### config.mk
export PLATFORM = sky130hd
export DESIGN_NAME = result_buf_writer
export DESIGN_NICKNAME = d
export VERILOG_FILES = /design/src/rtl/result_buf_pkg.sv /design/src/rtl/result_buf_writer.sv
export SDC_FILE = /design/constraint.sdc
export NUM_CORES = 1
export LEC_CHECK = 0
export CORE_UTILIZATION = 42
export DETAILED_ROUTE_END_ITERATION = 7
export PLACE_DENSITY_LB_ADDON = 0.05
export SLEW_MARGIN = 20
export SYNTH_ARGS = -nofsm -noshare
export SYNTH_HDL_FRONTEND = slang
export SYNTH_SLANG_ARGS = --single-unit
export TNS_END_PERCENT = 100
### constraint.sdc
create_clock -name clk_i -period 1.7 [get_ports clk_i]
set_clock_uncertainty 0.2 [all_clocks]
set_input_delay 0.255 -clock clk_i [delete_from_list [all_inputs] [get_ports clk_i]]
set_output_delay 0.255 -clock clk_i [all_outputs]
set_load 0.03 [all_outputs]
### src/rtl/result_buf_pkg.sv
// ---------------------------------------------------------------------------
// result_buf_pkg
// Shared types and constants for the result buffer writer.
//   state_t  : writer FSM states (IDLE/WRITE/FLUSH/DONE)
//   NUM_CLASS: number of legal classification results (0..9)
//   CLASS_W  : width of a classification result
//   CHKSUM_W : width of the optional run checksum (RESULT_CHECKSUM_EN)
// ---------------------------------------------------------------------------
package result_buf_pkg;

    typedef enum logic [1:0] {
        IDLE  = 2'd0,
        WRITE = 2'd1,
        FLUSH = 2'd2,
        DONE  = 2'd3
    } state_t;

    localparam int NUM_CLASS = 10;
    localparam int CLASS_W   = 4;
    localparam int CHKSUM_W  = 16;

    // A class outside 0..NUM_CLASS-1 is written anyway but flagged.
    function automatic logic class_is_illegal(input logic [CLASS_W-1:0] cls);
        return (cls >= CLASS_W'(NUM_CLASS));
    endfunction

endpackage

### src/rtl/result_buf_writer.sv
// ---------------------------------------------------------------------------
// result_buf_writer
// Producer side of the global-control done handshake. After a start pulse it
// accepts NUM_IMG classification results over valid/ready, writes them to
// consecutive result buffer addresses, then pulses buf_wr_done_o once.
//
// Ports:
//   clk_i          system clock
//   rstn_i         asynchronous, active-low reset
//   start_i        single-cycle start pulse (honoured only in IDLE)
//   res_valid_i    pipeline result valid
//   res_class_i    predicted class (legal 0..9)
//   res_ready_o    writer can accept a result (WRITE state only)
//   buf_we_o       result buffer write enable, one cycle per accepted result
//   buf_addr_o     result buffer write address
//   buf_wdata_o    result buffer write data, class zero-extended
//   buf_wr_done_o  one-cycle pulse, the cycle after the final write
//   busy_o         high from start acceptance until the done pulse ends
//   err_o          sticky for the run: a class > 9 was written
//   chksum_o       (RESULT_CHECKSUM_EN only) mod-2^16 sum of accepted classes
//
// Build option: define RESULT_CHECKSUM_EN to add chksum_o and its accumulator.
// ---------------------------------------------------------------------------
module result_buf_writer
    import result_buf_pkg::*;
#(
    parameter int NUM_IMG = 100,
    parameter int ADDR_W  = 7,
    parameter int DATA_W  = 8
) (
    input  logic               clk_i,
    input  logic               rstn_i,
    input  logic               start_i,
    input  logic               res_valid_i,
    input  logic [CLASS_W-1:0] res_class_i,
    output logic               res_ready_o,
    output logic               buf_we_o,
    output logic [ADDR_W-1:0]  buf_addr_o,
    output logic [DATA_W-1:0]  buf_wdata_o,
    output logic               buf_wr_done_o,
    output logic               busy_o,
    output logic               err_o
`ifdef RESULT_CHECKSUM_EN
    ,
    output logic [CHKSUM_W-1:0] chksum_o
`endif
);

    localparam logic [ADDR_W-1:0] LAST_IDX = ADDR_W'(NUM_IMG - 1);

    state_t              state_reg, state_next;
    logic [ADDR_W-1:0]   count_reg;
    logic                buf_we_reg;
    logic [ADDR_W-1:0]   buf_addr_reg;
    logic [DATA_W-1:0]   buf_wdata_reg;
    logic                done_reg;
    logic                busy_reg;
    logic                err_reg;

    logic                start_acc;
    logic                accept;
    logic                last_accept;

    // -----------------------------------------------------------------------
    // FSM state register
    // -----------------------------------------------------------------------
    always_ff @(posedge clk_i or negedge rstn_i) begin
        if (!rstn_i) begin
            state_reg <= IDLE;
        end else begin
            state_reg <= state_next;
        end
    end

    // -----------------------------------------------------------------------
    // FSM next-state and handshake decode
    // -----------------------------------------------------------------------
    always_comb begin
        state_next  = state_reg;
        start_acc   = 1'b0;
        accept      = 1'b0;
        last_accept = 1'b0;
        case (state_reg)
            IDLE: begin
                if (start_i) begin
                    start_acc  = 1'b1;
                    state_next = WRITE;
                end
            end
            WRITE: begin
                // res_ready_o is 1 throughout WRITE, so valid alone accepts.
                if (res_valid_i) begin
                    accept = 1'b1;
                    if (count_reg == LAST_IDX) begin
                        last_accept = 1'b1;
                        state_next  = FLUSH;
                    end
                end
            end
            FLUSH:   state_next = DONE;
            DONE:    state_next = IDLE;
            default: state_next = IDLE;
        endcase
    end

    // -----------------------------------------------------------------------
    // Datapath and registered outputs
    // -----------------------------------------------------------------------
    always_ff @(posedge clk_i or negedge rstn_i) begin
        if (!rstn_i) begin
            count_reg     <= '0;
            buf_we_reg    <= 1'b0;
            buf_addr_reg  <= '0;
            buf_wdata_reg <= '0;
            done_reg      <= 1'b0;
            busy_reg      <= 1'b0;
            err_reg       <= 1'b0;
        end else begin
            buf_we_reg <= accept;
            // The done pulse lands in DONE, i.e. one cycle after the final
            // write (which is visible while the FSM sits in FLUSH).
            done_reg   <= (state_reg == FLUSH);
            busy_reg   <= (state_next != IDLE);

            if (start_acc) begin
                count_reg <= '0;
                err_reg   <= 1'b0;
            end

            if (accept) begin
                buf_addr_reg  <= count_reg;
                buf_wdata_reg <= DATA_W'(res_class_i);
                // Hold the count on the last accept so it never exceeds
                // NUM_IMG-1 (and cannot wrap when NUM_IMG == 2**ADDR_W).
                if (!last_accept) begin
                    count_reg <= count_reg + 1'b1;
                end
                if (class_is_illegal(res_class_i)) begin
                    err_reg <= 1'b1;
                end
            end
        end
    end

`ifdef RESULT_CHECKSUM_EN
    logic [CHKSUM_W-1:0] chksum_reg;

    always_ff @(posedge clk_i or negedge rstn_i) begin
        if (!rstn_i) begin
            chksum_reg <= '0;
        end else if (start_acc) begin
            chksum_reg <= '0;
        end else if (accept) begin
            chksum_reg <= chksum_reg + CHKSUM_W'(res_class_i);
        end
    end

    assign chksum_o = chksum_reg;
`else
    // No checksum accumulator in this build.
`endif

    // Ready is a pure decode of the state register: no input-to-output path.
    assign res_ready_o   = (state_reg == WRITE);
    assign buf_we_o      = buf_we_reg;
    assign buf_addr_o    = buf_addr_reg;
    assign buf_wdata_o   = buf_wdata_reg;
    assign buf_wr_done_o = done_reg;
    assign busy_o        = busy_reg;
    assign err_o         = err_reg;

endmodule
==> run metrics, run 1 <==
Final Routed Wirelength 2120 µm; routed vias/inst 4.89; switching share of total power 34.3%; # Post-CTS Setup Buffers 0; busiest grt layer met2; Sw Pwr 0.518 mW; DP Wirelength 1590 µm; r2r worst-path depth 4; Reg clk slew, reported paths 0.13 ns; Die X 52.6 µm; Mapped Avg Cell Area 9.68 µm²; async set or reset register ratio after synthesis 100%; final core utilization 63.1%; I/O pin count 28; antenna-violating nets left 0; RSZ-0062 raised after global routing no; Tmin final 1.65 ns; hold_buf cts 0; hold_ws 0.0793 ns; met2 Usage GRT 30.0%; GRT overflow 0; critical path startpoint category register; mapped cell area 1070 µm²; power per standard cell area 1030 nW/µm²; met3 usage 2.61%; DRC viols 0; 1st-iter DRT viols 13; Synth area leaders dfrtp_1, nand2_1, a21o_1; routability congestion estimate 0.801; count leader, synth nand2_1; M1 GR Usage 22.3%; warnings from Yosys 0; Crit Path Max Fanout 5; largest net degree at the start of global routing 25; final setup fails 0; Netlist cell types 27; Seq cells post-synth 24; Rows 17; cells after synthesis 111; Pleak 0.789 nW; antenna violations before repair 0; CTS tree done; CP max stage delay 0.43 ns; Max Root-Sink Buffers 2; crit path kind register to register; final hold vios 0; height of the die 52.6 µm; diode count 0; Internal Power 0.994 mW; first-pass GRT wire length 3540 µm; most instantiated cells after synthesis nand2_1, dfrtp_1, a21o_1, o21ai_0, buf_4; Slowest-stage cell, CP dfrtp_1; Max Clk Rate 606 MHz; CTS buffer count 3; Core ar. 2320 µm²; status completed; share of cells above drive strength 1 17.9%; clock sinks 24; crit path capture type register; CP required 1.71 ns; Clock Root Buffer clkbuf_4; post-placement cell count 175; vias in the first global route 809; Synth top area share 55.9%; CP top delay family simple AND/OR/NAND/NOR gates; sequential fraction of the synthesis area 55.9%; MaxCap Viol Count 0; peak supply drop 0.000677 V; clock network power share 20.0%; drt pass-1 iters 4; fin crit share 97.0%; Reg2Reg Setup Slack 0.05 ns; cell taking the most area after synthesis dfrtp_1; Post-synth EDFFs 0; origin of the critical flop-to-flop path count_reg[3]$_DFF_PN0_; WP buf/inv 0; Reg-to-Reg End count_reg[2]$_DFF_PN0_; WL per Instance 11.8 µm; worst skew pair latency 0.31 ns; critical path cell sequence nor4b_4 > and2b_1 > o21ai_0 > a22o_1; Comb pwr share 32.2%; fin cells 179; IO buf count 23; Total GRT Usage 17.8%; final setup TNS 0 ns; Main synth FF type dfrtp_1; Area growth syn-to-layout 36.2%; crit path DAT 1.66 ns; Initial Utilization 46.4%; Via Count 875; total power 1.51 mW; Flop pwr share 47.8%; die footprint 2770 µm²; H-Tree Depth 1; final net count 161; min-delay worst type input pin to async pin; fin. max-slew vios 0
==> final cells by class <==
class / instances / area, µm²
Sequential cell: 24 / 601
Fill cell: 218 / 855
Timing Repair Buffer: 40 / 337
Inverter: 1 / 3.75
Clock buffer: 4 / 36.3
Tap cell: 28 / 35.0
Multi-Input combinational cell: 82 / 452
==> worst max path at each step <==
stage	end	depth (start not counted)	from	slack, ns
after global routing	count_reg[3]$_DFF_PN0_	5	state_reg[0]$_DFF_PN0_	0.003
final	count_reg[2]$_DFF_PN0_	4	count_reg[3]$_DFF_PN0_	0.05
after detailed placement	count_reg[5]$_DFF_PN0_	5	res_valid_i	-0.19
after floorplan	count_reg[6]$_DFF_PN0_	5	count_reg[0]$_DFF_PN0_	0.08
after global placement	count_reg[5]$_DFF_PN0_	5	res_valid_i	-0.15
after CTS	count_reg[2]$_DFF_PN0_	4	count_reg[3]$_DFF_PN0_	0.06
==> cell families (layout without fill, tap and decap cells) <==
family | after synthesis | in the layout | synth area share (%)
muxes | 2 | 2 | 1.98
DFF | 24 | 24 | 55.9
adders and majority gates | 1 | 1 | 1.16
buffers and inverters | 8 | 45 | 4.42
AOI/OAI and AO/OA | 17 | 17 | 10.4
and+or+nand+nor | 58 | 58 | 25.8
other | 1 | 4 | 0.349
==> layer usage <==
layer / vias up / routed length (µm)
met5: - / 0
met4: 0 / 12
li1: 442 / -
met3: 2 / 89
met2: 21 / 1030
met1: 410 / 990
==> layout by cell type (no fill, tap or decap), types with 2 or more instances in the layout <==
master	instances
nor2_1	3
conb_1	4
a21oi_1	2
a21o_1	5
dfrtp_1	24
dlygate4sd2_1	15
and2b_1	2
clkbuf_4	3
nand2_1	40
nand2b_1	2
buf_4	18
nand3_1	3
o21ai_0	5
clkdlybuf4s50_1	7
or4_1	2
nand4_1	2
==> power by group through the flow <==
stage	Sequential, mW	Clock [mW]	Combinational, mW
6_report	0.723	0.302	0.487
5_1_grt	0.732	0.331	0.536
4_1_cts	0.714	0.318	0.489
3_5_place_dp	0.728	0	0.522
3_3_place_gp	0.724	0	0.519
2_1_floorplan	0.837	0	0.172
==> per-stage QoR <==
step / setup WS [ns] / area, µm²
2_1_floorplan: 0.0797 / 1090
3_3_place_gp: -0.155 / 1430
3_5_place_dp: -0.193 / 1430
4_1_cts: 0.0575 / 1450
5_1_grt: 0.00347 / 1460
6_report: 0.0507 / 1460
==> timing repair <==
action,4_1_cts,5_1_grt
resized for setup,15,2
pin swaps,0,0
endpoints found under the setup margin,15,3
No activity file was read; power rests on OpenSTA's default activity.
==> inputs of run 2 (changes only) <==
--- a/config.mk
+++ b/config.mk
@@ -8,6 +8,7 @@
 export CORE_UTILIZATION = 42
 export DETAILED_ROUTE_END_ITERATION = 7
 export PLACE_DENSITY_LB_ADDON = 0.05
+export RECOVER_POWER = 25
 export SLEW_MARGIN = 20
 export SYNTH_ARGS = -nofsm -noshare
 export SYNTH_HDL_FRONTEND = slang
==> run 2 against run 1 <==
Against the previous run:
- non-clock buffer count stayed put
- total power hardly changed
- count of clock-buffer cells in the layout stayed put
- flip-flop and latch count stayed put
- core utilization is 0.11 points lower
- final cell count stayed put
- sequential share of layout area is 0.070 points higher
- routed wire length stayed put
- critical endpoint unchanged
- largest cell class unchanged
- highest routed layer unchanged
==> run metrics, run 2 (synthesized netlist as in run 1, its figures left out) <==
peak supply drop 0.000677 V (about the same); share of cells above drive strength 1 17.9% (unchanged); Crit Path Max Fanout 5 (unchanged); power per standard cell area 1030 nW/µm² (about the same); met2 Usage GRT 30.0% (unchanged); antenna-violating nets left 0 (unchanged); CP Launch Point count_reg[3]$_DFF_PN0_; CTS tree done; min-delay worst type input pin to register; I/O pin count 28 (unchanged); total power 1.51 mW (about the same); DP Worst Slack -0.193 ns (unchanged); critical path cell sequence nor4b_4 > and2b_1 > o21ai_0 > a22o_1; Filler Cells Inserted 219 (+0.46%); Rows 17 (unchanged); critical path startpoint category register; Reg-to-Reg End count_reg[2]$_DFF_PN0_; final net count 161 (unchanged); status completed; 1st-iter DRT viols 13 (unchanged); routability congestion estimate 0.801 (unchanged); vias in the first global route 809 (unchanged); crit path DAT 1.66 ns (about the same); Tmin final 1.65 ns (unchanged); M1 GR Usage 22.3% (unchanged); worst slew pin tran 0.605 ns; Reg2Reg Setup Slack 0.05 ns (about the same); GRT overflow 0 (unchanged); Slew Limit Headroom 59.7%; MaxCap Viol Count 0 (unchanged); H-Tree Depth 1 (unchanged); fin crit share 97.0% (unchanged); met3 usage 2.61% (unchanged); busiest grt layer met2; crit path kind register to register; Max Clk Rate 606 MHz (unchanged); DRC viols 0 (unchanged); worst skew pair latency 0.31 ns (about the same); WP buf/inv 0 (unchanged); WL per Instance 11.8 µm (unchanged); IO buf count 23 (unchanged); min-delay src res_class_i[0]; Via Count 875 (unchanged); antenna violations before repair 0 (unchanged); clock sinks 24 (unchanged); first-pass GRT wire length 3540 µm (unchanged); final setup fails 0 (unchanged); Reg clk slew, reported paths 0.13 ns (about the same); crit path capture type register; RSZ-0062 raised after global routing no; Pleak 0.788 nW (about the same); Die X 52.6 µm (unchanged); Core ar. 2320 µm² (unchanged); CP required 1.71 ns (about the same); routed vias/inst 4.89 (unchanged); die footprint 2770 µm² (unchanged); CTS buffer count 3 (unchanged); most frequent cells in the layout nand2_1, dfrtp_1, buf_4; Total GRT Usage 17.8% (unchanged); fin. max-slew vios 0 (unchanged); drt pass-1 iters 4 (unchanged); Max Root-Sink Buffers 2 (unchanged); final hold vios 0 (unchanged); Hold EP buf_wdata_o[0]$_DFFE_PN0P_; r2r worst-path depth 4 (unchanged); Initial Utilization 46.4% (unchanged); commonest non-fill, non-tap cell in the layout nand2_1; setup slack after layout 0.0507 ns (unchanged); Slowest-stage cell, CP dfrtp_1; CP top delay family simple AND/OR/NAND/NOR gates; Clock Root Buffer clkbuf_4; DP Wirelength 1590 µm (unchanged); diode count 0 (unchanged); CP max stage delay 0.43 ns (about the same); height of the die 52.6 µm (unchanged); Area growth syn-to-layout 36.0%; Final Routed Wirelength 2120 µm (unchanged); origin of the critical flop-to-flop path count_reg[3]$_DFF_PN0_; worst hold path depth 3; largest net degree at the start of global routing 25 (unchanged)
run 2: changes by cell type in the layout (fill, tap and decap cells not counted):
| cell | delta |
|---|---|
| buf_4 | -1 |
| dlygate4sd3_1 | +1 |
| clkdlybuf4s50_1 | -1 |
| clkbuf_2 | +1 |
run 2: layout make-up:
class | instances | area [µm²] | share of cell area [%]
inverter | 1 | 3.75 | 0.257
clock buffer | 4 | 36.3 | 2.48
tap | 28 | 35.0 | 2.40
multi-input combinational | 82 | 452 | 30.9
sequential | 24 | 601 | 41.1
timing repair buffer | 40 | 334 | 22.9
run 2: worst reg2reg max path, stage by stage, from the launching register on:
cell and delay (ns):
dfrtp_1 0.43, nor4b_4 0.33, and2b_1 0.29, o21ai_0 0.13, a22o_1 0.19
run 2: worst max path at each step:
| stage | slack [ns] | cells after the start | end |
|---|---|---|---|
| 2_1_floorplan | 0.08 | 5 | count_reg[6]$_DFF_PN0_ |
| 3_3_place_gp | -0.15 | 5 | count_reg[5]$_DFF_PN0_ |
| 3_5_place_dp | -0.19 | 5 | count_reg[5]$_DFF_PN0_ |
| 4_1_cts | 0.06 | 4 | count_reg[2]$_DFF_PN0_ |
| 5_1_grt | 0.003 | 5 | count_reg[3]$_DFF_PN0_ |
| 6_report | 0.05 | 4 | count_reg[2]$_DFF_PN0_ |
run 2: report_power, final:
part | internal, mW | switching, mW
Combinational | 0.201 | 0.285
Sequential | 0.661 | 0.0616
Clock | 0.131 | 0.171
Total | 0.993 | 0.518
run 2: layer usage:
metal  wire length [µm]  up-vias
met4                 12        0
met2               1030       21
li1                   -      442
met5                  0        -
met1                990      410
met3                 89        2
run 2: per-stage QoR:
stage / utilization [%] / setup TNS, ns / hold WS (ns) / std cells / area [µm²]
floorplan: - / 0 / -0.241 / 114 / 1090
global placement: 61.8 / -1.63 / 0.257 / 175 / 1430
detailed placement: 61.8 / -1.63 / 0.261 / 175 / 1430
CTS: 62.5 / 0 / 0.0718 / 179 / 1450
global route: 63.0 / 0 / 0.280 / 179 / 1460
finish: 63.0 / 0 / 0.253 / 179 / 1460
run 2: repair_timing:
action,4_1_cts,5_1_grt
gates resized for setup,15,2
gates cloned,0,0
endpoints found under the setup margin,15,3
setup buffers,0,0
hold buffers,0,0
